--- src/rtl/rmw_long_latency_tbl.sv ---
// Long-latency lookup table: fixed-latency tagged reads, single-word writes, self-clear after reset.
// Optional RMW_LONG_LATENCY_TBL_FWD_EN forwards writes into in-flight read words.
module rmw_long_latency_tbl #(
  parameter int unsigned ID_W  = 4,
  parameter int unsigned TAG_W = 3,
  parameter int unsigned W     = 32,
  parameter int unsigned LAT   = 8
) (
  input  logic             clk,
  input  logic             rst,
  input  logic             tbl_wr,
  input  logic [ID_W-1:0]  tbl_wr_id,
  input  logic [W-1:0]     tbl_wr_word,
  input  logic             tbl_rd,
  input  logic [ID_W-1:0]  tbl_rd_id,
  input  logic [TAG_W-1:0] tbl_rd_itag,
  output logic             tbl_rd_word_vld_r,
  output logic [W-1:0]     tbl_rd_word_r,
  output logic [TAG_W-1:0] tbl_rd_ctag_r,
  output logic             init_done_r
);

  localparam int unsigned DEPTH = 1 << ID_W;

  typedef enum logic {ST_INIT = 1'b0, ST_RUN = 1'b1} state_e;

  state_e            state_q;
  logic [ID_W-1:0]   cnt_q;
  logic [W-1:0]      mem_q [DEPTH];

  logic [LAT-1:0]    vld_q;
  logic [TAG_W-1:0]  tag_q  [LAT];
  logic [W-1:0]      word_q [LAT];
  logic [W-1:0]      fwd_word_c [LAT-1];

  logic              run_c;
  logic              wr_acc_c;
  logic              rd_acc_c;
  logic [W-1:0]      rd_word_c;

  // Traffic is only taken once the clear sweep has finished.
  assign run_c    = (state_q == ST_RUN) && !rst;
  assign wr_acc_c = tbl_wr && run_c;
  assign rd_acc_c = tbl_rd && run_c;
  assign rd_word_c = (wr_acc_c && (tbl_wr_id == tbl_rd_id)) ? tbl_wr_word : mem_q[tbl_rd_id];

  // Init sweep: one entry cleared per cycle, RUN after the last entry.
  always_ff @(posedge clk) begin
    if (rst) begin
      state_q <= ST_INIT;
      cnt_q   <= '0;
    end else if (state_q == ST_INIT) begin
      cnt_q <= cnt_q + ID_W'(1);
      if (cnt_q == ID_W'(DEPTH - 1)) begin
        state_q <= ST_RUN;
      end
    end
  end

  always_ff @(posedge clk) begin
    if (!rst && (state_q == ST_INIT)) begin
      mem_q[cnt_q] <= '0;
    end else if (wr_acc_c) begin
      mem_q[tbl_wr_id] <= tbl_wr_word;
    end
  end

  always_ff @(posedge clk) begin
    if (rst) begin
      vld_q <= '0;
    end else begin
      vld_q <= {vld_q[LAT-2:0], rd_acc_c};
    end
  end

  // Payload stages are not reset; vld alone qualifies them.
  always_ff @(posedge clk) begin
    tag_q[0]  <= tbl_rd_itag;
    word_q[0] <= rd_word_c;
    for (int k = 1; k < int'(LAT); k++) begin
      tag_q[k]  <= tag_q[k-1];
      word_q[k] <= fwd_word_c[k-1];
    end
  end

`ifdef RMW_LONG_LATENCY_TBL_FWD_EN
  // Last stage id is never compared, so only LAT-1 id stages are kept.
  logic [ID_W-1:0] id_q [LAT-1];

  always_ff @(posedge clk) begin
    id_q[0] <= tbl_rd_id;
    for (int k = 1; k < int'(LAT) - 1; k++) begin
      id_q[k] <= id_q[k-1];
    end
  end

  always_comb begin
    for (int k = 0; k < int'(LAT) - 1; k++) begin
      fwd_word_c[k] = word_q[k];
      if (wr_acc_c && vld_q[k] && (id_q[k] == tbl_wr_id)) begin
        fwd_word_c[k] = tbl_wr_word;
      end
    end
  end
`else
  always_comb begin
    for (int k = 0; k < int'(LAT) - 1; k++) begin
      fwd_word_c[k] = word_q[k];
    end
  end
`endif

  assign tbl_rd_word_vld_r = vld_q[LAT-1];
  assign tbl_rd_word_r     = word_q[LAT-1];
  assign tbl_rd_ctag_r     = tag_q[LAT-1];
  assign init_done_r       = (state_q == ST_RUN);

endmodule

--- config.mk ---
export PLATFORM = sky130hd
export DESIGN_NAME = rmw_long_latency_tbl
export DESIGN_NICKNAME = d
export VERILOG_FILES = /design/src/rtl/rmw_long_latency_tbl.sv
export SDC_FILE = /design/constraint.sdc
export NUM_CORES = 1
export LEC_CHECK = 0
export CORE_MARGIN = 1.5
export CORE_UTILIZATION = 55
export DETAILED_ROUTE_END_ITERATION = 10
export GPL_ROUTABILITY_DRIVEN = 0
export GPL_TIMING_DRIVEN = 0
export HOLD_SLACK_MARGIN = 0.03
export PLACE_DENSITY = 0.76
export SYNTH_ARGS = -nofsm -noshare
export SYNTH_HDL_FRONTEND = slang
export SYNTH_SLANG_ARGS = --single-unit
--- constraint.sdc ---
create_clock -name clk -period 7.5 [get_ports clk]
set_input_delay 1.5 -clock clk [delete_from_list [all_inputs] [get_ports clk]]
set_output_delay 1.5 -clock clk [all_outputs]
set_load 0.01 [all_outputs]
==> flow_summary.ini, run 1 <==
[finish]
fillers = 2969
area_growth_pct = 17.1
fin_cells = 2070
diodes = 0
drive_above_1_share_pct = 21.9
num-nets-final = 1448

[clocking]
cts_htree_levels = 3
post_cts_resized = 0
cts_tree = done
clk_pin_slew_worst_paths_ns = 0.06
clkSinkCount = 805
cts-hold-fix-buffers = 0
post_cts_buffers = 0
cts_buffers = 77
cts_buffer_depth = 3
cts-root-buf = clkbuf_16
worstSkewPairLatency_ns = 0.62

[setup_path]
r2r_setup_slack_ns = 4.08
crit_path_start_kind = primary input
end_kind = flip-flop
critical_path_class = in -> reg
arrival_ns = 4.88
crit_required_ns = 7.81
crit_path_max_fanout = 19

[yosys]
synth_edf_count = 512
ys_seq_elements = 805
synth_nets = 1272
synthTopCellsByCount = 512 x edfxtp_1, 293 x dfxtp_1, 129 x mux4_2
synthTopCellsByArea = edfxtp_1 59%, dfxtp_1 23%, mux4_2 11%, a22oi_1 1.8%, mux2_2 1.4%
ys_async_sr_fraction_pct = 0
synth.most_common_cell = edfxtp_1
synth_flop_cell = edfxtp_1
netlist_instances = 1224
syn_area_per_cell_um2 = 21.3
syn_area_um2 = 26000
yosysTopAreaCellShare_pct = 59.1
synth_warnings = 0
synth_cell_types = 34
synth_top_cell_by_area = edfxtp_1
synth-seq-area-share_pct = 81.7

[run_status]
status = complete, but fails checks
failed_checks = design-rule violations

[detailed_routing]
drt-initial-drc-count = 1427
drt-vias-per-instance = 5.89
route.met3.wl_um = 4610
ant_nets = 0
drc = 6
vias = 12200
first_pass_iters = 10
dr.max_layer_used = met4
wl_per_cell_um = 24.9
routed-wl-met2_um = 25500
wirelength_um = 51600
wl_met1_um = 19900

[placement]
placed_cells = 1928
pre_cts_slack_ns = 2.47
dpl.hpwl_um = 29000
io_buffers = 81

[power]
sequentialPowerShare_pct = 54.9
irDropWorstVdd_mv = 0.202
p_int_mw = 7.08
p_leak_nw = 11.1
powerDensity_nw_per_um2 = 290
p_switching_mw = 1.76
power_frac_clock_pct = 41.6
p_comb_share_pct = 3.5
power_switching_share_pct = 19.9

[worst_hold_path]
holdCritPathClass = reg -> reg

[floorplanning]
io_pins = 84
die_h_um = 220
fp.dieArea_um2 = 48600
core.rowCount = 79
core_area_um2 = 46700
start_util_pct = 55.8
die_w_um = 220

[sta]
slew_headroom_pct = 30.7
drv_slew = 0
finalSetupTns_ns = 0
finalCritPeriodShare_pct = 61.0
setup_violations = 0
fin_crit_ns = 4.57
hold_viol_final = 0
timing.hold.ws_ns = 0.313
skew_ns = 0.0288
postLayoutSetupSlackWorst_ns = 2.93
rsz0062_at_grt = no
fmax_mhz = 219
worst_pin_slew_ns = 1.04

[grt]
grt_pass1_vias = 12600
grt_max_degree = 22
grt_antenna_before_repair = 0
grt_overflow = 0
grt.total_usage_pct = 22.2
grt_pass1_wl_um = 77300

[flow_run]
drv_cap = 0
[worst paths after layout]
kind,start,depth (start not counted),endpoint
min,word_q[0][15],0,word_q[0][47]
max,rst,7,mem_q[12][11]
max reg2reg,init_done_r,6,mem_q[12][11]
min reg2reg,word_q[0][15],0,word_q[0][47]
[worst max-delay path, stage by stage]
cell	delay, ns
clkdlybuf4s50_1	0.54
and3b_1	0.27
clkbuf_1	0.35
clkbuf_1	0.59
a31oi_1	0.50
nor2_4	0.87
buf_16	0.25
[cell families after synthesis]
kind of cell    after synthesis  synth area share [%]
buf+inv                      58                  1.09
xor+xnor                      7                 0.236
mux                         164                  12.7
fa+ha+maj                     1                0.0481
simple gates                118                  2.33
flops                       805                  81.7
compound gates               71                  1.98
[cells in the final DEF (no fill, tap or decap), types with 2 or more instances in the layout]
cell type	synthesis	final
inv_1	2	2
clkdlybuf4s50_1	0	81
and2_1	32	32
nor4b_1	2	2
clkinv_1	0	9
edfxtp_1	512	512
a22oi_1	62	62
inv_6	0	6
nor2_4	0	16
clkbuf_8	0	5
nor2b_1	10	10
buf_12	0	12
buf_2	7	7
and3b_1	2	2
buf_1	10	10
dfxtp_1	293	293
mux2_2	33	33
xor2_1	6	6
buf_16	0	4
mux4_2	129	129
mux2i_1	2	2
clkbuf_16	0	81
nor2_1	24	8
clkbuf_1	24	54
bufinv_16	0	2
a21oi_1	4	4
a31oi_1	3	3
o21ai_0	2	2
buf_4	15	15
clkinv_2	0	7
nand2_1	37	37
[registers in the layout, summed over array words and instances (netlist names)]
name	flops
tag_q	24
cnt_q	4
vld_q	8
init_done_r	1
word_q	256
mem_q	512
[metrics by stage]
stage / cell area (µm²) / utilization (%) / power, mW
after floorplan: 26000 / - / 5.11
after global placement: 27600 / 59.1 / 5.23
after detailed placement: 28100 / 60.1 / 5.25
after CTS: 30500 / 65.3 / 8.89
after global routing: 30500 / 65.3 / 9.10
final: 30500 / 65.3 / 8.84
[layout make-up]
class                           count  area [µm²]  share of cell area, %
Sequential cell                   805       21200                   69.7
Multi-Input combinational cell    361        4610                   15.1
Clock buffer                      117        2210                   7.27
Timing Repair Buffer               97        1160                   3.81
Tap cell                          607         759                   2.49
Buffer                             56         275                  0.904
Clock inverter                     25         186                  0.612
Inverter                            2        7.51                 0.0247
[power by group through the flow]
stage / Clock, mW / Sequential [mW] / Combinational, mW
6_report: 3.68 / 4.86 / 0.308
5_1_grt: 3.91 / 4.87 / 0.326
4_1_cts: 3.73 / 4.86 / 0.310
3_5_place_dp: 0 / 4.95 / 0.304
3_3_place_gp: 0 / 4.95 / 0.286
2_1_floorplan: 0 / 4.95 / 0.160
[per-layer routing]
layer | GRT usage, % | up-vias
li1 | - | 5171
met1 | 29.6 | 6262
met2 | 36.0 | 643
met3 | 5.10 | 120
met4 | 8.71 | 0
met5 | 0 | -
Note: power is estimated with default switching activity, not from simulation.
==> inputs of run 2 (changes only) <==
==> constraint.sdc (replaced) <==
create_clock -name clk -period 4.6 [get_ports clk]
set_input_delay 0.92 -clock clk [delete_from_list [all_inputs] [get_ports clk]]
set_output_delay 0.92 -clock clk [all_outputs]
set_load 0.01 [all_outputs]
==> results of run 2 <==
The final DEF is identical to that of run 1. Status: complete, but fails checks: design-rule violations.
Among the figures that moved: setup slack after placement 2.47 ns -> 0.154 ns; setup slack after layout 2.93 ns -> 0.607 ns; register-to-register setup slack 4.08 ns -> 1.18 ns; total power 8.84 mW -> 14.4 mW; worst IR drop on VDD 0.202 mV -> 0.329 mV
